==> src/rtl/core_defs_pkg.sv <==
// Shared encodings for the multi-cycle RV32I control path: opcodes, datapath mux selects, FSM states.
package core_defs_pkg;

    localparam logic [6:0] OP_R      = 7'b0110011;
    localparam logic [6:0] OP_I      = 7'b0010011;
    localparam logic [6:0] OP_LOAD   = 7'b0000011;
    localparam logic [6:0] OP_STORE  = 7'b0100011;
    localparam logic [6:0] OP_BRANCH = 7'b1100011;
    localparam logic [6:0] OP_JAL    = 7'b1101111;

    localparam logic [1:0] ALUOP_ADD  = 2'b00;
    localparam logic [1:0] ALUOP_BR   = 2'b01;
    localparam logic [1:0] ALUOP_FUNC = 2'b10;

    localparam logic [1:0] MTR_ALUOUT = 2'b00;
    localparam logic [1:0] MTR_MDR    = 2'b01;
    localparam logic [1:0] MTR_PC4    = 2'b10;

    localparam logic [1:0] SRCB_RS2  = 2'b00;
    localparam logic [1:0] SRCB_FOUR = 2'b01;
    localparam logic [1:0] SRCB_IMM  = 2'b10;

    localparam logic [1:0] PCSRC_ALU    = 2'b00;
    localparam logic [1:0] PCSRC_ALUOUT = 2'b01;
    localparam logic [1:0] PCSRC_JUMP   = 2'b10;

    typedef enum logic [3:0] {
        S_IDLE    = 4'd0,
        S_FETCH   = 4'd1,
        S_DECODE  = 4'd2,
        S_EXEC_R  = 4'd3,
        S_EXEC_I  = 4'd4,
        S_ALU_WB  = 4'd5,
        S_ADDR    = 4'd6,
        S_MEM_RD  = 4'd7,
        S_LOAD_WB = 4'd8,
        S_MEM_WR  = 4'd9,
        S_BRANCH  = 4'd10,
        S_JAL     = 4'd11,
        S_TRAP    = 4'd12
    } state_t;

endpackage

==> src/rtl/multicycle_control_if.sv <==
// Control bundle between the main FSM (master) and the datapath (slave).
interface multicycle_control_if;

    logic [6:0] opcode;
    logic       mem_ready;
    logic       pcwrite;
    logic       pcwritecond;
    logic       iord;
    logic       memread;
    logic       memwrite;
    logic       irwrite;
    logic [1:0] memtoreg;
    logic       regwrite;
    logic       alusrca;
    logic [1:0] alusrcb;
    logic [1:0] pcsource;
    logic [1:0] aluop;
    logic       trap;

    modport master (
        input  opcode, mem_ready,
        output pcwrite, pcwritecond, iord, memread, memwrite, irwrite,
               memtoreg, regwrite, alusrca, alusrcb, pcsource, aluop, trap
    );

    modport slave (
        output opcode, mem_ready,
        input  pcwrite, pcwritecond, iord, memread, memwrite, irwrite,
               memtoreg, regwrite, alusrca, alusrcb, pcsource, aluop, trap
    );

endinterface

==> src/rtl/mem_wait_timer.sv <==
// Counts consecutive stalled cycles in a memory state; flags the MEM_TIMEOUT-th stall.
module mem_wait_timer #(
    parameter int unsigned MEM_TIMEOUT = 16
) (
    input  logic clk,
    input  logic reset,
    input  logic active,
    input  logic mem_ready,
    output logic timeout
);

    localparam int unsigned W = $clog2(MEM_TIMEOUT + 1);
    localparam logic [W-1:0] LIMIT = W'(MEM_TIMEOUT);
    localparam logic [W-1:0] LAST  = W'(MEM_TIMEOUT - 1);

    logic [W-1:0] count;

    // Held at zero outside memory states, so every entry starts from a clean count.
    always_ff @(posedge clk or posedge reset) begin
        if (reset) begin
            count <= '0;
        end else if (!active || mem_ready) begin
            count <= '0;
        end else if (count != LIMIT) begin
            count <= count + 1'b1;
        end
    end

    assign timeout = active && !mem_ready && (count >= LAST);

endmodule

==> src/rtl/multicycle_control.sv <==
// Main control FSM for the multi-cycle RV32I subset core; drives all datapath enables and aluop.
module multicycle_control
    import core_defs_pkg::*;
#(
    parameter int unsigned MEM_TIMEOUT = 16
) (
    input  logic                  clk,
    input  logic                  reset,
    multicycle_control_if.master  bus
);

    state_t state;
    state_t next;
    logic   is_store;
    logic   mem_active;
    logic   timeout;

    assign mem_active = (state == S_FETCH) || (state == S_MEM_RD) || (state == S_MEM_WR);

    mem_wait_timer #(.MEM_TIMEOUT(MEM_TIMEOUT)) u_timer (
        .clk       (clk),
        .reset     (reset),
        .active    (mem_active),
        .mem_ready (bus.mem_ready),
        .timeout   (timeout)
    );

    // Load/store choice is latched in DECODE so ADDR never looks at opcode again.
    always_ff @(posedge clk or posedge reset) begin
        if (reset) begin
            state    <= S_IDLE;
            is_store <= 1'b0;
        end else begin
            state <= next;
            if (state == S_DECODE) begin
                is_store <= (bus.opcode == OP_STORE);
            end
        end
    end

    always_comb begin
        next = state;
        case (state)
            S_IDLE:    next = S_FETCH;
            S_FETCH:   if (bus.mem_ready) next = S_DECODE;
                       else if (timeout)  next = S_TRAP;
            S_DECODE: begin
                case (bus.opcode)
                    OP_R:              next = S_EXEC_R;
                    OP_I:              next = S_EXEC_I;
                    OP_LOAD, OP_STORE: next = S_ADDR;
                    OP_BRANCH:         next = S_BRANCH;
                    OP_JAL:            next = S_JAL;
                    default:           next = S_TRAP;
                endcase
            end
            S_EXEC_R, S_EXEC_I: next = S_ALU_WB;
            S_ALU_WB:  next = S_FETCH;
            S_ADDR:    next = is_store ? S_MEM_WR : S_MEM_RD;
            S_MEM_RD:  if (bus.mem_ready) next = S_LOAD_WB;
                       else if (timeout)  next = S_TRAP;
            S_LOAD_WB: next = S_FETCH;
            S_MEM_WR:  if (bus.mem_ready) next = S_FETCH;
                       else if (timeout)  next = S_TRAP;
            S_BRANCH, S_JAL: next = S_FETCH;
            S_TRAP:    next = S_TRAP;
            default:   next = S_TRAP;
        endcase
    end

    always_comb begin
        bus.pcwrite     = 1'b0;
        bus.pcwritecond = 1'b0;
        bus.iord        = 1'b0;
        bus.memread     = 1'b0;
        bus.memwrite    = 1'b0;
        bus.irwrite     = 1'b0;
        bus.memtoreg    = MTR_ALUOUT;
        bus.regwrite    = 1'b0;
        bus.alusrca     = 1'b0;
        bus.alusrcb     = SRCB_RS2;
        bus.pcsource    = PCSRC_ALU;
        bus.aluop       = ALUOP_ADD;
        bus.trap        = 1'b0;
        case (state)
            S_FETCH: begin
                bus.memread  = 1'b1;
                bus.irwrite  = 1'b1;
                bus.alusrcb  = SRCB_FOUR;
                // PC advances only once the fetch actually completes.
                bus.pcwrite  = bus.mem_ready;
            end
            S_DECODE: bus.alusrcb = SRCB_IMM;
            S_EXEC_R: begin
                bus.alusrca = 1'b1;
                bus.aluop   = ALUOP_FUNC;
            end
            S_EXEC_I: begin
                bus.alusrca = 1'b1;
                bus.alusrcb = SRCB_IMM;
                bus.aluop   = ALUOP_FUNC;
            end
            S_ALU_WB: bus.regwrite = 1'b1;
            S_ADDR: begin
                bus.alusrca = 1'b1;
                bus.alusrcb = SRCB_IMM;
            end
            S_MEM_RD: begin
                bus.memread = 1'b1;
                bus.iord    = 1'b1;
            end
            S_LOAD_WB: begin
                bus.regwrite = 1'b1;
                bus.memtoreg = MTR_MDR;
            end
            S_MEM_WR: begin
                bus.memwrite = 1'b1;
                bus.iord     = 1'b1;
            end
            S_BRANCH: begin
                bus.alusrca     = 1'b1;
                bus.aluop       = ALUOP_BR;
                bus.pcwritecond = 1'b1;
                bus.pcsource    = PCSRC_ALUOUT;
            end
            S_JAL: begin
                bus.pcwrite  = 1'b1;
                bus.pcsource = PCSRC_JUMP;
                bus.regwrite = 1'b1;
                bus.memtoreg = MTR_PC4;
            end
            S_TRAP:  bus.trap = 1'b1;
            default: ;
        endcase
    end

endmodule

==> src/flat_wrapper.sv <==
// flat-port wrapper written by rule: the top's interface ports become plain ports
module multicycle_control_flat import core_defs_pkg::*;
#(
    parameter int unsigned MEM_TIMEOUT = 16
)
  (clk, reset, bus_opcode, bus_mem_ready, bus_pcwrite, bus_pcwritecond, bus_iord, bus_memread, bus_memwrite, bus_irwrite, bus_memtoreg, bus_regwrite, bus_alusrca, bus_alusrcb, bus_pcsource, bus_aluop, bus_trap);
  multicycle_control_if bus_i ();
  input  logic clk;
  input  logic reset;
  input wire logic [$bits(bus_i.opcode)-1:0] bus_opcode;
  input wire logic [$bits(bus_i.mem_ready)-1:0] bus_mem_ready;
  output wire logic [$bits(bus_i.pcwrite)-1:0] bus_pcwrite;
  output wire logic [$bits(bus_i.pcwritecond)-1:0] bus_pcwritecond;
  output wire logic [$bits(bus_i.iord)-1:0] bus_iord;
  output wire logic [$bits(bus_i.memread)-1:0] bus_memread;
  output wire logic [$bits(bus_i.memwrite)-1:0] bus_memwrite;
  output wire logic [$bits(bus_i.irwrite)-1:0] bus_irwrite;
  output wire logic [$bits(bus_i.memtoreg)-1:0] bus_memtoreg;
  output wire logic [$bits(bus_i.regwrite)-1:0] bus_regwrite;
  output wire logic [$bits(bus_i.alusrca)-1:0] bus_alusrca;
  output wire logic [$bits(bus_i.alusrcb)-1:0] bus_alusrcb;
  output wire logic [$bits(bus_i.pcsource)-1:0] bus_pcsource;
  output wire logic [$bits(bus_i.aluop)-1:0] bus_aluop;
  output wire logic [$bits(bus_i.trap)-1:0] bus_trap;
  assign bus_i.opcode = bus_opcode;
  assign bus_i.mem_ready = bus_mem_ready;
  assign bus_pcwrite = bus_i.pcwrite;
  assign bus_pcwritecond = bus_i.pcwritecond;
  assign bus_iord = bus_i.iord;
  assign bus_memread = bus_i.memread;
  assign bus_memwrite = bus_i.memwrite;
  assign bus_irwrite = bus_i.irwrite;
  assign bus_memtoreg = bus_i.memtoreg;
  assign bus_regwrite = bus_i.regwrite;
  assign bus_alusrca = bus_i.alusrca;
  assign bus_alusrcb = bus_i.alusrcb;
  assign bus_pcsource = bus_i.pcsource;
  assign bus_aluop = bus_i.aluop;
  assign bus_trap = bus_i.trap;
  multicycle_control #(.MEM_TIMEOUT(MEM_TIMEOUT)) u_core (.clk(clk), .reset(reset), .bus(bus_i));
endmodule
==> config.mk <==
export PLATFORM = sky130hd
export DESIGN_NAME = multicycle_control_flat
export DESIGN_NICKNAME = d
export VERILOG_FILES = /design/src/rtl/core_defs_pkg.sv /design/src/rtl/multicycle_control_if.sv /design/src/rtl/mem_wait_timer.sv /design/src/rtl/multicycle_control.sv /design/src/flat_wrapper.sv
export SDC_FILE = /design/constraint.sdc
export NUM_CORES = 1
export LEC_CHECK = 0
export ABC_AREA = 1
export BUFFER_PORTS_ARGS = -buffer_cell sky130_fd_sc_hd__clkbuf_2
export CAP_MARGIN = 20
export CORE_AREA = 2 2 45 47
export CTS_BUF_LIST = sky130_fd_sc_hd__clkbuf_16
export DETAILED_ROUTE_END_ITERATION = 10
export DIE_AREA = 0 0 47 49
export PLACE_DENSITY = 0.88
export SYNTH_ARGS = -nofsm -noshare
export SYNTH_HDL_FRONTEND = slang
export SYNTH_SLANG_ARGS = --single-unit
export TNS_END_PERCENT = 5
==> constraint.sdc <==
create_clock -name clk -period 2.1 [get_ports clk]
set_clock_uncertainty 0.2 [all_clocks]
set_input_delay 0.105 -clock clk [delete_from_list [all_inputs] [get_ports clk]]
set_output_delay 0.105 -clock clk [all_outputs]
set_load 0.01 [all_outputs]
After elaboration in Yosys (flattened, before gate mapping)
Cells that the tools add are included.
{"block": "op_classes", "reduce_logical": 17, "muxes": 22, "n_lt_le_gt_ge": 1, "add_sub_neg": 1, "n_eq_ne": 19}
{"operator": "4-bit case mux with 7 select lines", "n": 1}
{"operator": "4-bit == test (second input constant)", "n": 5}
{"operator": "4-bit two-way mux", "n": 5}
{"operator": "4-bit case mux with 5 select lines", "n": 1}
{"operator": "4-bit by 3-bit == test with 1-bit output (second input constant)", "n": 4}
{"operator": "2-bit case mux with 2 select lines", "n": 4}
{"operator": "7-bit by 6-bit == test with 1-bit output (second input constant)", "n": 2}
{"operator": "7-bit == test (second input constant)", "n": 2}
{"operator": "5-bit two-way mux", "n": 2}
{"operator": "4-bit by 2-bit == test with 1-bit output (second input constant)", "n": 2}
{"operator": "1-bit two-way mux", "n": 8}
{"operator": "2-bit OR reduction", "n": 4}
{"operator": "7-bit by 2-bit == test with 1-bit output (second input constant)", "n": 1}
{"operator": "7-bit by 5-bit == test with 1-bit output (second input constant)", "n": 1}
{"operator": "3-bit OR reduction", "n": 2}
{"operator": "5-bit by 1-bit adder with 5-bit output (second input constant)", "n": 1}
{"operator": "5-bit by 4-bit >= comparator with 1-bit output (second input constant)", "n": 1}
{"operator": "5-bit inequality test (second input constant)", "n": 1}
{"operator": "5-bit OR reduction", "n": 1}
{"operator": "4-bit by 1-bit == test with 1-bit output (second input constant)", "n": 1}
{"operator": "4-bit zero test", "n": 1}
{"operator": "4-bit OR reduction", "n": 1}
{"operator": "1-bit logical OR", "n": 3}
{"operator": "1-bit logical AND", "n": 2}
{"operator": "3 further kinds", "n": 4}
{"block": "totals", "register_bits": 10, "output_inout_bits": 17, "input_bits": 10, "wordCells": 63}

Longest topological paths before layout
Gate-level depths: netlist (run 1).
{"block": "logic_depth", "depth_word": 8, "depth_mapped": 10, "ltp_nobuf": 10}

Cells and area by module
Synthesis (run 1) repeated with hierarchy kept, for this count alone.
{"block": "hier_totals", "cells_unflattened": 148, "hier_area_um2": 907.1}
{"module": "multicycle_control", "seq_area_each_um2": 125.1, "instances": 1, "area_per_inst_um2": 588.1, "cells_per_inst": 109}
{"module": "mem_wait_timer", "seq_area_each_um2": 125.1, "instances": 1, "area_per_inst_um2": 319.1, "cells_per_inst": 39}

Worst setup path after synthesis (run 1)
OpenSTA, ideal clock, no wires.
{"block": "synth_path", "path_kind": "flip-flop to flip-flop", "start": "reg u_core.u_timer.count[0]", "end": "reg u_core.state[3]", "setup_time_ns": 0.119, "period_less_slack_ns": 1.565, "arrival_ns": 1.246, "path_buffers": 0, "slack_ns": 0.535, "stages_incl_launch_ff": 11, "required_ns": 1.781, "cell_sequence": "dfrtp_1 ha_1 nand2_1 nor2_1 ha_1 nor2_1 nand2_1 nand3_2 nand2_1 nand2_1 nand2_1"}
{"block": "synth_between", "elab_chain_len": 5, "word_cells_on_any_way": 7, "cone_classes": "order compare: 1; mux: 5; reduce/logical: 1"}
{"element": "start, declared", "line": "mem_wait_timer.sv:16", "source": "logic [W-1:0] count;"}
{"element": "start signal, assigned", "line": "mem_wait_timer.sv:25", "source": "count <= count + 1'b1;"}
{"element": "5-bit by 4-bit >= comparator with 1-bit output (*)", "line": "mem_wait_timer.sv:29", "source": "assign timeout = active && !mem_ready && (count >= LAST);"}
{"element": "1-bit logical AND (*)", "line": "mem_wait_timer.sv:29"}
{"element": "4-bit two-way mux (*)"}
{"element": "4-bit two-way mux (on tied branches)"}
{"element": "4-bit case mux with 7 select lines (*)"}
{"element": "net u_core.next[3]", "line": "multicycle_control.sv:13", "source": "state_t next;"}
{"element": "end signal, assigned", "line": "multicycle_control.sv:34", "source": "state <= next;"}
{"element": "end, declared", "line": "multicycle_control.sv:12", "source": "state_t state;"}
Mark *: on every way through the listed nets, which the timed path passes. The rest lies on a longest branch.
A chain may end at the register's enable or synchronous reset.

Worst setup path in the final report (run 1)
{"block": "layout_path", "start": "reg u_core.state[2]", "end": "out bus_alusrca"}
{"block": "layout_between", "elab_chain_len": 3, "word_cells_on_any_way": 6, "cone_classes": "eq/ne: 4; mux: 1; reduce/logical: 1"}
{"element": "4-bit by 3-bit == test with 1-bit output (tied with other cells)", "line": "multicycle_control.sv:85", "source": "case (state)"}
{"element": "4-bit OR reduction (no line) (*)"}
{"element": "1-bit two-way mux (*)", "line": "multicycle_control.sv:85"}
{"element": "end, declared", "line": "flat_wrapper.sv:20", "source": "output wire logic [$bits(bus_i.alusrca)-1:0] bus_alusrca;"}
Mark *: on every way between the ends. The rest lies on a longest branch, timed or not.

==> results of run 1 <==
[kinds of logic after synthesis]
group | count (synthesis) | share of synthesized area [%]
AO/OA/AOI/OAI | 10 | 6.16
flip-flops | 10 | 28.7
adder cells (fa/ha/maj) | 3 | 4.30
AND/OR/NAND/NOR | 94 | 47.1
buffers and inverters | 29 | 13.8
[final timing paths]
path,slack [ps],start,to
min in group asynchronous,190,reset,u_core.u_timer.count[2]
hold reg to reg,330,u_core.is_store,u_core.is_store
setup reg to reg,390,u_core.u_timer.count[0],u_core.state[3]
max in group asynchronous,1220,reset,u_core.is_store
setup / recovery,380,u_core.state[2],bus_alusrca
hold / removal,20,bus_opcode[4],u_core.state[1]
[worst max-delay path, stage by stage (launching register included)]
cell                       delay (ps)
sky130_fd_sc_hd__dfrtp_1          410
sky130_fd_sc_hd__inv_1            130
sky130_fd_sc_hd__nand2_1          130
sky130_fd_sc_hd__nor2_1           220
sky130_fd_sc_hd__nor2_1            70
sky130_fd_sc_hd__nand2_1           90
sky130_fd_sc_hd__clkbuf_2         130
[Yosys cell counts]
library cell / instances / area, um2
sky130_fd_sc_hd__a21oi_1: 5 / 25.0
sky130_fd_sc_hd__buf_4: 3 / 22.5
sky130_fd_sc_hd__inv_1: 26 / 97.6
sky130_fd_sc_hd__o21ai_0: 3 / 15.0
sky130_fd_sc_hd__nand4_1: 5 / 31.3
sky130_fd_sc_hd__nand2_1: 45 / 169
sky130_fd_sc_hd__nand3_2: 2 / 20.0
sky130_fd_sc_hd__nor2_1: 27 / 101
sky130_fd_sc_hd__nor2_2: 1 / 6.26
sky130_fd_sc_hd__ha_1: 3 / 37.5
sky130_fd_sc_hd__o22ai_1: 1 / 6.26
sky130_fd_sc_hd__o31ai_1: 1 / 7.51
sky130_fd_sc_hd__nand2_4: 1 / 11.3
sky130_fd_sc_hd__dfrtp_1: 10 / 250
sky130_fd_sc_hd__nor3b_2: 1 / 12.5
sky130_fd_sc_hd__nand3_1: 12 / 60.1
[final cells by class]
cell class,count,area (um2),area share [%]
inverters,26,97.6,8.69
flip-flops and latches,10,250,22.3
multi-input cells,107,503,44.8
repair buffers,29,160,14.3
clock buffers,3,75.1,6.68
well taps,27,33.8,3.01
clock inverters,1,3.75,0.334
[per-layer routing]
metal	track usage, %	wire (um)
met2	33.8	1060
met4	7.41	0
met5	0	0
met1	25.3	868
met3	2.22	94
[power by group through the flow]
stage	Combinational [mW]	Sequential, mW	Clock [mW]
2_1_floorplan	0.462	0.290	0
3_3_place_gp	0.605	0.302	0
3_5_place_dp	0.617	0.306	0
4_1_cts	0.630	0.305	0.345
5_1_grt	0.710	0.314	0.354
6_report	0.627	0.308	0.339
[placed cells by master (no fill, tap or decap)]
master / count
sky130_fd_sc_hd__a21oi_1: 5
sky130_fd_sc_hd__clkinv_1: 1
sky130_fd_sc_hd__o21ai_0: 3
sky130_fd_sc_hd__nor2_1: 27
sky130_fd_sc_hd__dfrtp_1: 10
sky130_fd_sc_hd__clkbuf_16: 3
sky130_fd_sc_hd__nor3b_2: 1
sky130_fd_sc_hd__inv_1: 26
sky130_fd_sc_hd__nand2_1: 45
sky130_fd_sc_hd__nor2_2: 1
sky130_fd_sc_hd__nand3_1: 12
sky130_fd_sc_hd__nand4_1: 5
sky130_fd_sc_hd__dlygate4sd3_1: 3
sky130_fd_sc_hd__nand3_2: 2
sky130_fd_sc_hd__nand2_4: 1
sky130_fd_sc_hd__o31ai_1: 1
sky130_fd_sc_hd__ha_1: 3
sky130_fd_sc_hd__o22ai_1: 1
sky130_fd_sc_hd__clkbuf_2: 26
[through the flow]
| stage | area [um2] | setup slack, ps | util (%) | std cells | power, mW |
|---|---|---|---|---|---|
| after floorplan | 873 | 535 | - | 146 | 0.752 |
| after global placement | 1010 | 493 | 55.1 | 196 | 0.907 |
| after detailed placement | 1010 | 399 | 55.1 | 196 | 0.923 |
| after CTS | 1120 | 382 | 61.0 | 203 | 1.28 |
| after global routing | 1120 | 272 | 61.0 | 203 | 1.38 |
| final | 1120 | 379 | 61.0 | 203 | 1.27 |
[state kept, by name (all words and copies together) (netlist names)]
| name | count |
|---|---|
| u_core.state | 4 |
| u_core.u_timer.count | 5 |
| u_core.is_store | 1 |
==> results summary, run 1 <==
The flow ran to the end, and the final reports show no timing, DRC or antenna violations. The sequential cell area fraction in the yosys report is between 20 and 30%. The total global-route track usage is about a fifth. The count of antenna-violating nets left after detailed routing is 0.

Clock latency on the worst-skew pair, taken at its later pin, is 240 ps. The number of cells on the worst hold path is 4. Counting every sink on the clock net gives 10. The initial antenna violation count came out at 0. The cell area after technology mapping is ~870 um2.

The peak ir drop on the vdd network is 0.000637 V. The highest attainable clock frequency came out at 0.581 GHz. Summed over all cells, the static leakage comes to ~0.68 nW. The post-route clock period utilization is 82.0%. The total number of H-tree levels came out at 1.

The congestion estimate from routability-driven global placement came to ~0.86. The final-report setup violation count came out at 0. In this run switching power makes up a little over two fifths of total power. The detailed-router iteration count before antenna repair is 4. The via count is 999. The mean routed wirelength per cell is 9.96 um. Of all nets on the critical path, the largest fanout is 5. After clock tree synthesis, the flow added hold-fix buffers numbering 3.

Clock tree synthesis selected as its root buffer the cell sky130_fd_sc_hd__clkbuf_16. The critical path required time is ~1800 ps. The logic gate share of total power came out at 49.2%. STA classifies the critical path startpoint as a flip-flop. The count of port buffers added during placement came out at 26. 0 antenna diodes ended up in the layout.

The initial utilization of the core area, before any placement, comes to between 40% and 50%. Across the run, the number of max-cap violations was 0. The initial DRC count came out at 18.

The setup path with the least slack is of type flip-flop to output pin. The internal portion of the total power is about 0.7 mW. The number of standard cells after synthesis came out at 146. The largest buffer count on any clock path came out at 2. TritonCTS built the clock tree. The total of warnings raised by yosys came out at 0. The net count reported at finish came out at 190.

The area of the core came out at around 0.0018 mm2. The power per cell area came out at ~1100 mW/mm2. The first-pass GRT wire length is around 3500 um. The worst setup path is captured at an output pin. The leftover overflow at the end of global routing came out at 0.

The via count of the first global-routing pass came out at just under 900. Clock-pin slew was measured on the worst setup and hold paths at approximately 40 ps. The die outline height came out at approximately 50 um. After synthesis the netlist holds a flip-flop and latch count of 10. The switching power summed over all nets is between 0.5 and 0.6 mW. Setup repair after global routing left no endpoint under its margin. The post-synthesis net count came out at roughly 160. Sequential cells burn around 24% of the power. The number of distinct library cells after synthesis is 16. The post-route netlist has between 10% and 20% of its cells at a drive strength greater than 1. The total clock buffers created by CTS is 3. Entering global routing, the biggest net connects 11 pins. The width of the die is approximately 47 um.

The number of endpoints with negative hold slack in the final report is 0. The clock network fraction of design power came out at a little over a quarter. Once the clock tree was built, the setup fixing pass inserted 0 buffers. The actual slew at the worst max-slew pin came out at between 300 and 400 ps.

The final-layout fill cell count came out at roughly 160. After routing, the total negative slack on setup checks comes to 0 ps. The detailed placer's ending HPWL came out at roughly 1600 um. The floorplan row count came out at 16.

In this run the count of I/O pins placed on the die edge is 27. The post-cts resize count is 0. The area growth from synthesis to layout came out at 28.7%. The detail-routed via count per cell is roughly 5. Headroom to the max-slew limit came out at approximately three quarters. The number of design rule violations left after detail routing is 0.

The smallest clock period supported by the final layout is computed as approximately 1700 ps. Dividing the synthesized area by the synthesized cell count gives about 6.0 um2. The min-delay analysis places its worst path in the category input port to flip-flop. Measured in cells, the most critical reg-to-reg path has a length of 10.

The die area is roughly 0.0023 mm2. STA puts the critical path data arrival time at roughly 1400 ps. The final max-slew violation count came to 0. The total detailed-routing wirelength came out at about 2000 um. The final hold slack is about 15 ps.
(Power assumes the default switching activity.)
==> run 2, diff against run 1 <==
- clock period: 2.1 -> 1.7 ns (I/O delays scaled with it)
==> run 2 against run 1 <==
  * Hold slack got worse by 10 ps
  * First-iteration DRC count rose by 22%
  * Final cell count grew 1.5%
  * Clock power rose by 24%
  * Clock-buffer cell count unchanged
  * Sequential share of layout area is 0.78 points lower
  * Sequential cell count is the same
  * Sequential power grew 26%
  * Wire length up 3.0%
  * Utilization grew 2.9 points
  * Cell area increased by 4.7%
  * Die area unchanged
  * Largest power group unchanged
==> results summary, run 2 (synthesized netlist as in run 1, its figures left out) <==
The internal power summed over all cells is 0.924 mW (was 0.717 mW). The total global-route track usage is 20.3% (was 20.1%). The die outline height came out at 49 um (unchanged). The register with the highest flop count is u_core.u_timer.count (unchanged).

The max-cap violation count came out at 0 (unchanged). The final max-slew violation count came to 0 (unchanged). The width of the die came out at 47 um (unchanged). The destination of the worst register-to-register timing path is u_core.state[3] (unchanged). The number of endpoints with negative hold slack in the final report came out at 0 (unchanged). The logic gate share of total power came to 51.1% (was 49.2%).

The floorplan row count is 16 (unchanged). The kind of start point of the critical path is a flip-flop (unchanged). The net count reported at finish is 193 (was 190). Dividing the final minimum period by the clock period gives a little over nine tenths. The switching portion of total power is 44.0% (was 43.7%). The die area came out at 0.00230 mm2 (unchanged).

The detail-routed via count per cell is 4.97 (was 4.92). The detailed placer's ending HPWL came out at 1560 um (unchanged). The initial antenna violation count is 0 (unchanged). The via count of the first global-routing pass came out at 909 (was 893). The nature of the critical path endpoint is an output pin (unchanged). The initial cell density of the core came to 47.4% (unchanged). The total detailed-routing wirelength is 2080 um (was 2020 um).

Result of the run: complete, no violations (unchanged). The minimum clock period after layout came out at roughly 1600 ps. The reported leakage power came out at 0.689 nW (was 0.679 nW). The switching power summed over all nets is 0.727 mW (was 0.557 mW).

The worst setup path startpoint was u_core.state[3] (was u_core.state[2]). The final hold slack came out at 5.35 ps (was 15.3 ps). The data arrival at the endpoint of the critical path came out at 1340 ps (was 1420 ps). The count of antenna diodes in the layout is 0 (unchanged). The via count came to 1023 (was 999).

The number of design rule violations left after detail routing came out at 0 (unchanged). The met1 track demand over resource was 25.5% (was 25.3%). The final RePlAce weighted congestion is 0.864 (about the same).

The largest driver fanout on the critical path is 7 (was 5). The final-layout fill cell count is 158 (was 163). The flip-flop count of the largest register after layout is 5 (unchanged). The count of port buffers added during placement was 26 (unchanged). The capturing element of the worst setup path was bus_alusrca (unchanged). The global-route met3 utilization came out at 2.22% (unchanged). The top-level port count was 27 (unchanged). The initial DRC count is 22 (was 18). The clock network fraction of design power is 25.5% (was 26.6%). The detailed-router iteration count before antenna repair came to 4 (unchanged). The peak ir drop on the vdd network is 0.000803 V (was 0.000637 V). The fraction of met2 tracks used by global routing came out at 33.3% (was 33.8%). The share of layout cells above drive strength 1 came to 27.9% (was 19.3%). The final-report setup violation count is 0 (unchanged). The first-pass GRT wire length came out at 3510 um (was 3480 um).

The layer with the highest usage after global routing is met2 (unchanged). The root cell of the clock tree is sky130_fd_sc_hd__clkbuf_16 (unchanged). The mean routed wirelength per cell is 10.1 um (was 9.96 um).

The clock slew at the register clock pins of the worst setup and hold paths is 50 ps (was 40 ps). The CTS sink count came out at 10 (unchanged). The worst relative slew slack came out at 74.1% (was 73.9%). The area growth from synthesis to layout is 34.7% (was 28.7%). The depth of the worst register-to-register path is 10 (unchanged).

The flop-to-flop setup slack came out at 80 ps (was 390 ps). The leftover overflow at the end of global routing came to 0 (unchanged). Most frequent cells in the layout: sky130_fd_sc_hd__nand2_1, sky130_fd_sc_hd__clkbuf_2, sky130_fd_sc_hd__inv_1 (was sky130_fd_sc_hd__nand2_1, sky130_fd_sc_hd__nor2_1, sky130_fd_sc_hd__inv_1, sky130_fd_sc_hd__clkbuf_2, sky130_fd_sc_hd__nand3_1). The power per cell area came to 1400 mW/mm2 (was 1130 mW/mm2). The start of the worst register-to-register path is u_core.u_timer.count[1] (was u_core.u_timer.count[0]). The total number of H-tree levels came to 1 (unchanged).

The critical path class is flip-flop to output pin (unchanged). Timing would allow up to a little over 0.6 GHz. The count of antenna-violating nets left after detailed routing is 0 (unchanged). The total clock buffers created by CTS was 3 (unchanged).

The share of total power in sequential cells is 23.4% (was 24.2%). The pin count of the biggest net entering global routing is 11 (unchanged). RSZ-0062 raised after global routing: true (was false). The clock latency of the later-clocked register in the worst-skew pair came out at 240 ps (about the same).

The actual slew at the worst max-slew pin came out at 389 ps (was 391 ps). The area of the core came out at 0.00184 mm2 (unchanged). The most frequent standard cell in the layout excluding fill and tap cells was sky130_fd_sc_hd__nand2_1 (unchanged). The TritonCTS clock tree was yes (unchanged). The critical path required time came to 1410 ps (was 1790 ps). The largest buffer count on any clock path was 2 (unchanged). The worst hold-check path type was input port to flip-flop (unchanged). Biggest registers after layout: u_core.u_timer.count x5, u_core.state x4, u_core.is_store x1 (unchanged). The utilization after layout is 63.9% (was 61.0%).
run 2: cell type report:
| class | instances | area (um2) | area share (%) |
|---|---|---|---|
| Timing Repair Buffer | 32 | 185 | 15.7 |
| Tap cell | 27 | 33.8 | 2.87 |
| Sequential cell | 10 | 253 | 21.5 |
| Clock buffer | 3 | 75.1 | 6.38 |
| Clock inverter | 1 | 3.75 | 0.319 |
| Inverter | 26 | 97.6 | 8.30 |
| Multi-Input combinational cell | 107 | 528 | 44.9 |
run 2: power groups by stage:
stage | Sequential (mW) | Combinational (mW) | Clock (mW)
after floorplan | 0.359 | 0.570 | 0
after global routing | 0.393 | 0.947 | 0.438
after detailed placement | 0.378 | 0.763 | 0
final | 0.387 | 0.844 | 0.420
after CTS | 0.370 | 0.802 | 0.427
after global placement | 0.373 | 0.748 | 0
run 2: repair_timing:
item / 4_1_cts / 5_1_grt
gates resized for setup: 1 / 14
pin swaps: 1 / 1
hold buffers: 4 / 0
setup buffers: 1 / 1
endpoints found under the setup margin: 1 / 7
hold endpoints to repair: 12 / 0
run 2: critical path, stage by stage (launching register included):
cell and delay, ps:
sky130_fd_sc_hd__dfrtp_2 430, sky130_fd_sc_hd__inv_1 70, sky130_fd_sc_hd__nand2_1 120, sky130_fd_sc_hd__nor2_1 60, sky130_fd_sc_hd__nor2_1 180, sky130_fd_sc_hd__nand2_1 100, sky130_fd_sc_hd__clkbuf_2 140
run 2: how the worst min path moves through the flow:
stage                  start                 endpoint  depth (start not counted)
6_report       bus_opcode[0]          u_core.state[3]                          4
5_1_grt        bus_opcode[0]          u_core.state[3]                          4
4_1_cts        bus_opcode[0]          u_core.state[3]                          4
3_5_place_dp           reset  u_core.u_timer.count[1]                          2
3_3_place_gp           reset  u_core.u_timer.count[3]                          2
2_1_floorplan          reset          u_core.is_store                          1
run 2: per-stage QoR:
step	setup TNS, ps	total power [mW]	cell area, um2	setup slack (ps)	std cells
finish	0	1.65	1180	76.4	206
global route	-8.47	1.78	1180	-5.21	206
CTS	0	1.60	1140	1.65	205
detailed placement	-0.713	1.14	1010	-0.713	196
global placement	0	1.12	1010	92.6	196
floorplan	0	0.929	873	135	146
run 2: metal layers:
layer  wire, um  up-vias
met4          0        0
li1           -      523
met1        927      473
met2       1090       27
met5          0        -
met3         67        0
